--- src/rtl/fir_mac_sequencer.sv ---
// fir_mac_sequencer: time-multiplexed FIR. A circular delay line and a
// runtime-loadable coefficient file feed one shared multiply-accumulate that
// handles one tap per clock. Optional build macro FIR_SEQ_SAT_EN clamps
// out_data at its maximum instead of wrapping modulo 2^OUT_W.
module fir_mac_sequencer #(
  parameter int TAPS  = 8,
  parameter int DW    = 8,
  parameter int CW    = 8,
  parameter int OUT_W = 17,
  localparam int AW    = $clog2(TAPS),
  localparam int ACC_W = DW + CW + AW
) (
  input  logic             clock,
  input  logic             reset,
  input  logic             in_valid,
  output logic             in_ready,
  input  logic [DW-1:0]    in_data,
  input  logic             coef_we,
  input  logic [AW-1:0]    coef_addr,
  input  logic [CW-1:0]    coef_wdata,
  output logic             coef_err,
  output logic             out_valid,
  output logic [OUT_W-1:0] out_data,
  output logic             busy
);

  typedef enum logic [1:0] {S_IDLE, S_MAC, S_DONE} state_t;

  state_t            state_reg, state_next;
  logic [DW-1:0]     x_mem    [TAPS];
  logic [CW-1:0]     coef_mem [TAPS];
  logic [AW-1:0]     wr_ptr_reg;
  logic [AW-1:0]     base_reg;
  logic [AW-1:0]     k_reg;
  logic [ACC_W-1:0]  acc_reg;
  logic [AW-1:0]     tap_idx;
  logic [DW+CW-1:0]  product;
  logic [OUT_W-1:0]  out_next;

  // x[n-k] lives at base-k; the AW-bit subtraction wraps because TAPS is a power of 2
  assign tap_idx = base_reg - k_reg;
  assign product = coef_mem[k_reg] * x_mem[tap_idx];

`ifdef FIR_SEQ_SAT_EN
  localparam logic [ACC_W-1:0] OUT_MAX = {{(ACC_W-OUT_W){1'b0}}, {OUT_W{1'b1}}};
  // clamp the final sum to the largest representable output
  always_comb begin
    out_next = acc_reg[OUT_W-1:0];
    if (acc_reg > OUT_MAX) begin
      out_next = '1;
    end
  end
`else
  logic acc_unused;
  // modulo wrap: the upper accumulator bits are intentionally dropped
  always_comb begin
    out_next   = acc_reg[OUT_W-1:0];
    acc_unused = ^acc_reg[ACC_W-1:OUT_W];
  end
`endif

  // state register
  always_ff @(posedge clock or posedge reset) begin
    if (reset) begin
      state_reg <= S_IDLE;
    end else begin
      state_reg <= state_next;
    end
  end

  // next-state logic and handshake/status outputs
  always_comb begin
    state_next = state_reg;
    in_ready   = 1'b0;
    busy       = 1'b1;
    case (state_reg)
      S_IDLE: begin
        in_ready = 1'b1;
        busy     = 1'b0;
        if (in_valid) begin
          state_next = S_MAC;
        end
      end
      S_MAC: begin
        if (k_reg == AW'(TAPS - 1)) begin
          state_next = S_DONE;
        end
      end
      S_DONE: begin
        state_next = S_IDLE;
      end
      default: begin
        state_next = S_IDLE;
      end
    endcase
  end

  // delay line, coefficient file, MAC datapath and output registers
  always_ff @(posedge clock or posedge reset) begin
    if (reset) begin
      for (int i = 0; i < TAPS; i++) begin
        x_mem[i]    <= '0;
        coef_mem[i] <= CW'(1);
      end
      wr_ptr_reg <= '0;
      base_reg   <= '0;
      k_reg      <= '0;
      acc_reg    <= '0;
      out_valid  <= 1'b0;
      out_data   <= '0;
      coef_err   <= 1'b0;
    end else begin
      out_valid <= (state_reg == S_DONE);
      coef_err  <= coef_we && (state_reg != S_IDLE);
      case (state_reg)
        S_IDLE: begin
          // a coefficient written alongside a sample is already visible to its MAC
          if (coef_we) begin
            coef_mem[coef_addr] <= coef_wdata;
          end
          if (in_valid) begin
            x_mem[wr_ptr_reg] <= in_data;
            base_reg          <= wr_ptr_reg;
            wr_ptr_reg        <= wr_ptr_reg + 1'b1;
            acc_reg           <= '0;
            k_reg             <= '0;
          end
        end
        S_MAC: begin
          acc_reg <= acc_reg + ACC_W'(product);
          k_reg   <= k_reg + 1'b1;
        end
        S_DONE: begin
          out_data <= out_next;
        end
        default: begin
        end
      endcase
    end
  end

endmodule

--- config.mk ---
export PLATFORM = sky130hd
export DESIGN_NAME = fir_mac_sequencer
export DESIGN_NICKNAME = d
export VERILOG_FILES = /design/src/rtl/fir_mac_sequencer.sv
export SDC_FILE = /design/constraint.sdc
export NUM_CORES = 1
export LEC_CHECK = 0
export ABC_CLOCK_PERIOD_IN_PS = 15750
export CORE_MARGIN = 2
export CORE_UTILIZATION = 50
export DETAILED_ROUTE_END_ITERATION = 10
export PLACE_DENSITY = 0.68
export SLEW_MARGIN = 20
export SYNTH_ARGS = -nofsm -noshare
export SYNTH_HDL_FRONTEND = slang
export SYNTH_SLANG_ARGS = --single-unit
export TNS_END_PERCENT = 20
--- constraint.sdc ---
create_clock -name clock -period 15.75 [get_ports clock]
set_clock_uncertainty 0.1 [all_clocks]
set_input_delay 3.15 -clock clock [delete_from_list [all_inputs] [get_ports clock]]
set_output_delay 3.15 -clock clock [all_outputs]
set_load 0.02 [all_outputs]
==> metrics.yaml, run 1 <==
synth-main-ff-cell: "dfrtp_1"
period_needed_ns: 7.30
grt_max_degree: 104
clock-root-buffer: "clkbuf_16"
postCtsSetupBuffers: 0
route.detailed.wl_per_inst_um: 17.8
crit_path_start_kind: "flop"
synth_top_area_cell: "dfrtp_1"
drt_iter0_markers: 349
setup_tns_ns: 0
drt_wl_total_um: 20400
finalHoldViolations: 0
cts_tree: "done"
cap_violations: 0
setup-violations-final: 0
globalRouteOverflowTotal: 0
cp_data_arrival_time_ns: 7.57
hold_path_class: "flop to flop"
netlist_instances: 820
syn_avg_cell_area_um2: 12.4
path_max_fanout: 20
dieArea_um2: 21500
worst-setup-path-type: "flop to flop"
via_count: 6140
synthTopCellsByArea: "dfrtp_1 (41%), mux2_2 (14%), fa_1 (10%), mux4_2 (6.9%), ha_1 (5.2%)"
ant_nets: 0
synth_cell_types: 44
endpoint_kind: "flop"
start_util_pct: 50.5
drive_gt1_share_pct: 28.0
synth-edff-count: 0
die_x_um: 147
gp_congestion: 0.848
antenna_found_initial: 0
final_common_cell: "dfrtp_1"
rows: 52
period_share_pct: 46.3
required_ns: 16.02
clockBufferDepth: 2
numCtsBuffers: 17
firstDrtPassIters: 4
via_per_inst: 5.35
grt_pass1_vias: 6498
synthArstFlopShare_pct: 100
cts_resized: 0
worstMarginPinSlew_ns: 0.990
dp_hpwl_um: 14200
htree_levels: 4
n_antenna_cell: 0
status: "finished, final reports clean"
area_growth_pct: 12.9
yosysWarnings: 0
io_pins: 44
port_buffers: 43
largest_registers: "coef_mem x64, x_mem x64"
layout_common_cells: "dfrtp_1 (167), mux2_2 (128), inv_1 (106)"
global_route.usage.total_pct: 20.6
synth_nets: 936
clkTransAtPathRegs_ns: 0.08
rsz0062_at_grt: "no"
synth_top_area_share_pct: 41.1
clkLatencyLatePin_ns: 0.44
die_h_um: 147
cts_hold_buffers: 0
cts_sinks: 175
yosys_register_bits: 175
ys_seq_area_share_pct: 43.2
nets: 981
synth_area_um2: 10200
grt_first_pass_wirelength_um: 34500
drc_errors: 0
timing.slew.headroom_pct: 32.1
fmax_mhz: 137
core_area_um2: 20100
slew_viol_final: 0
[cells by family (layout without fill, tap and decap cells)]
group,Yosys count,count (layout),synth area share (%)
mux,176,176,23.7
flops,175,175,43.2
simple gates,168,168,7.66
buf+inv,128,186,4.94
fa+ha+maj,93,93,15.2
compound gates,65,65,3.96
xor+xnor,15,15,1.37
[area by class of cell]
| type | instances | area, um^2 |
|---|---|---|
| Fill cell | 1636 | 8630 |
| Clock buffer | 19 | 443 |
| Clock inverter | 13 | 151 |
| Tap cell | 270 | 338 |
| Inverter | 107 | 407 |
| Sequential cell | 175 | 4390 |
| Multi-Input combinational cell | 517 | 5290 |
| Timing Repair Buffer | 47 | 460 |
[worst max-delay path, cell delays in order, from the launching register on]
cell	delay [ns]
dfrtp_1	0.33
buf_4	0.34
ha_1	0.21
inv_1	0.05
fa_2	0.91
mux4_1	0.63
mux2i_1	0.58
nor2_1	0.16
fa_1	0.54
fa_1	0.54
inv_1	0.05
fa_1	0.50
fa_1	0.55
inv_1	0.05
ha_1	0.36
a21oi_1	0.25
o21ai_0	0.16
a221oi_1	0.36
nand3_1	0.15
a211oi_1	0.24
o21bai_1	0.14
[path summary, 6_finish.rpt]
check	to	startpoint	slack [ns]	cells after the start
max in group asynchronous	acc_reg[8]	reset	10.93	3
min in group asynchronous	x_mem[36]	reset	3.17	2
worst max register to register	acc_reg[16]	k_reg[0]	8.45	20
worst min register to register	out_data[12]	out_data[12]	0.37	2
worst max-delay path	acc_reg[16]	k_reg[0]	8.45	20
worst min-delay path	out_data[12]	out_data[12]	0.37	2
[cells in the mapped netlist, drive strengths merged (2+ instances only)]
master and instances:
nand2 68, fa 51, ha 42, a21o 2, nor2b 6, nand3 9
clkbuf 10, o21bai 6, or2 32, mux2 128, and3 3, a22o 8
nand4 2, a31oi 2, dfrtp 167, nor2 41, nand2b 2, dfstp 8
inv 107, mux4 32, mux2i 16, xnor2 10, o21ai 28, a21oi 12
xor2 5, and2 2, buf 11
[metrics by stage]
step	utilization (%)	cell area (um^2)	hold WS (ns)	worst slack, ns	std cells
CTS	57.0	11500	0.378	8.07	1148
global route	57.1	11500	0.395	7.85	1148
finish	57.1	11500	0.373	8.45	1148
detailed placement	54.0	10900	0.363	8.07	1116
global placement	54.0	10900	0.359	8.21	1116
floorplan	-	10200	0.350	7.77	820
[per-layer routing]
layer,global-route usage (%),vias to the layer above,share of wire [%]
met2,34.2,107,49
met4,5.29,0,1.2
met1,28.9,3160,47
met3,3.03,18,3.3
li1,-,2855,-
met5,0,-,0
Power of run 1 is left out: the tool's default activity adds up to more than one toggle a clock period on the data nets, which glitch-free logic cannot reach.
==> run 2: changes to the inputs <==
Settings changed: ABC_CLOCK_PERIOD_IN_PS 15750 to 6100, PLACE_DENSITY 0.68 to 0.7.
Clock period 15.75 ns to 6.1 ns, I/O delays scaled along.
==> run 2 against run 1 <==
Compared with the run above:
- register-to-register slack lost 8.4 ns
- fmax up 21%
- cell area is 6.5% higher
- non-clock buffer count is 55 higher
- core utilization rose by 3.7 points
- setup slack got worse by 8.4 ns
- critical endpoint is now acc_reg[14]
- largest cell class unchanged
==> metrics.yaml, run 2 (same netlist as run 1, synthesis figures left out) <==
core_area_um2: 20100  # unchanged
endpoint_kind: "flop"  # unchanged
io_pins: 44  # unchanged
worst-setup-path-type: "flop to flop"  # unchanged
worstPathCellList: "inv_2 -> ha_4 -> inv_2 -> fa_2 -> buf_12 -> buf_4 -> mux4_2 -> mux2i_4 -> buf_12 -> nor2_2 -> fa_1 -> fa_1 -> fa_1 -> inv_1 -> fa_1 -> inv_1 -> ha_2 -> a21oi_4 -> a21boi_1 -> o21ai_1 -> a31oi_2 -> or3_1 -> a32o_1"  # was buf_4 -> ha_1 -> inv_1 -> fa_2 -> mux4_1 -> mux2i_1 -> nor2_1 -> fa_1 -> fa_1 -> inv_1 -> fa_1 -> fa_1 -> inv_1 -> ha_1 -> a21oi_1 -> o21ai_0 -> a221oi_1 -> nand3_1 -> a211oi_1 -> o21bai_1
route.detailed.wl_per_inst_um: 17.5  # was 17.8 um
finalHoldViolations: 0  # unchanged
rows: 52  # unchanged
grt_pass1_vias: 6573  # was 6498
fmax_mhz: 166  # was 137 MHz
drc_errors: 0  # unchanged
worstMarginPinSlew_ns: 1.01  # was 0.990 ns
clkLatencyLatePin_ns: 0.44  # about the same
period_share_pct: 98.8  # was 46.3%
critPathTopFamily: "adder cells"  # unchanged
area_growth_pct: 20.3  # was 12.9%
status: "finished, final reports clean"  # unchanged
n_antenna_cell: 0  # unchanged
via_per_inst: 5.34  # was 5.35
path_max_fanout: 6  # was 20
cp_data_arrival_time_ns: 6.26  # was 7.57 ns
antenna_found_initial: 0  # unchanged
firstDrtPassIters: 4  # unchanged
required_ns: 6.33  # was 16.02 ns
nets: 1036  # was 981
whs_ns: 0.373  # about the same
grt_max_degree: 96  # was 104
fin_util_pct: 60.8  # was 57.1%
setup_ws_ns: 0.0757  # was 8.45 ns
die_x_um: 147  # unchanged
drive_gt1_share_pct: 37.1  # was 28.0%
clkTransAtPathRegs_ns: 0.08  # about the same
grt_first_pass_wirelength_um: 34500  # about the same
numCtsBuffers: 17  # unchanged
slew_viol_final: 0  # unchanged
clockBufferDepth: 2  # unchanged
htree_levels: 4  # unchanged
cts_hold_buffers: 0  # unchanged
globalRouteOverflowTotal: 0  # unchanged
largest_registers: "coef_mem x64, x_mem x64"  # unchanged
pre_cts_ws_ns: -0.138  # was 8.07 ns
drt_iter0_markers: 324  # was 349
path_common_cell: "fa_1"  # unchanged
final_common_cell: "dfrtp_1"  # unchanged
drt_wl_total_um: 21000  # was 20400 um
period_needed_ns: 6.02  # was 7.30 ns
fillers: 1566  # was 1636
cap_violations: 0  # unchanged
port_buffers: 43  # unchanged
cts_tree: "done"  # unchanged
critPathBufInv: 7  # was 4
gp_congestion: 0.850  # was 0.848
setup_tns_ns: 0  # unchanged
rsz0062_at_grt: "yes"  # was no
via_count: 6419  # was 6140
crit_path_start_kind: "flop"  # unchanged
dieArea_um2: 21500  # unchanged
die_h_um: 147  # unchanged
global_route.usage.total_pct: 20.7  # was 20.6%
timing.slew.headroom_pct: 32.5  # was 32.1%
clock-root-buffer: "clkbuf_16"  # unchanged
layout_common_cells: "dfrtp_1 (167), mux2_2 (128), inv_1 (99)"  # was dfrtp_1 (167), mux2_2 (128), inv_1 (106)
max_stage_delay_ns: 0.65  # was 0.91 ns
hold_path_class: "flop to flop"  # unchanged
dp_hpwl_um: 14400  # was 14200 um
cts_sinks: 175  # unchanged
start_util_pct: 50.5  # unchanged
ant_nets: 0  # unchanged
critPathLaunch: "base_reg[0]"  # was k_reg[0]
setup-violations-final: 0  # unchanged
holdCritStartpoint: "out_data[0]"  # was out_data[12]
cp_slowest_cell: "fa_2"  # unchanged
regToRegStartpoint: "base_reg[0]"  # was k_reg[0]
-- run 2: worst paths after layout --
check / depth (start not counted) / to / slack [ns]
max: 23 / acc_reg[14] / 0.08
max in group asynchronous: 3 / acc_reg[8] / 3.79
min reg2reg: 2 / out_data[0] / 0.37
min: 2 / out_data[0] / 0.37
min in group asynchronous: 2 / x_mem[21] / 1.17
max reg2reg: 23 / acc_reg[14] / 0.08
-- run 2: metal layers --
layer | up-vias | global-route usage [%] | part of all wire (%)
met4 | 0 | 5.19 | 1.1
li1 | 2977 | - | -
met3 | 18 | 3.44 | 2.7
met1 | 3319 | 27.9 | 46
met5 | - | 0 | 0
met2 | 105 | 35.2 | 50
-- run 2: repair_timing --
action / in CTS / in global routing
pin swaps: 21 / 41
resized for setup: 15 / 50
cloned: 1 / 0
buffers inserted: 8 / 13
endpoints found under the setup margin: 6 / 8
-- run 2: area by class of cell --
cell class / count / area [um^2] / area share, %
repair buffers: 102 / 966 / 7.90
well taps: 270 / 338 / 2.76
clock inverters: 15 / 189 / 1.55
clock buffers: 17 / 425 / 3.48
inverters: 107 / 407 / 3.33
multi-input cells: 517 / 5510 / 45.1
flip-flops and latches: 175 / 4390 / 35.9
-- run 2: through the flow --
step / cells / area [um^2]
final: 1203 / 12200
after global routing: 1203 / 12200
after CTS: 1192 / 12000
after detailed placement: 1151 / 11200
after global placement: 1151 / 11200
after floorplan: 820 / 10200
-- run 2: tightest hold or removal path: cells and delay by family, from the launching register on --
kind             cells  cell delay (ns)
and+or+nand+nor      2             0.10
DFF                  1             0.34
Power of run 2 is left out for the same reason.
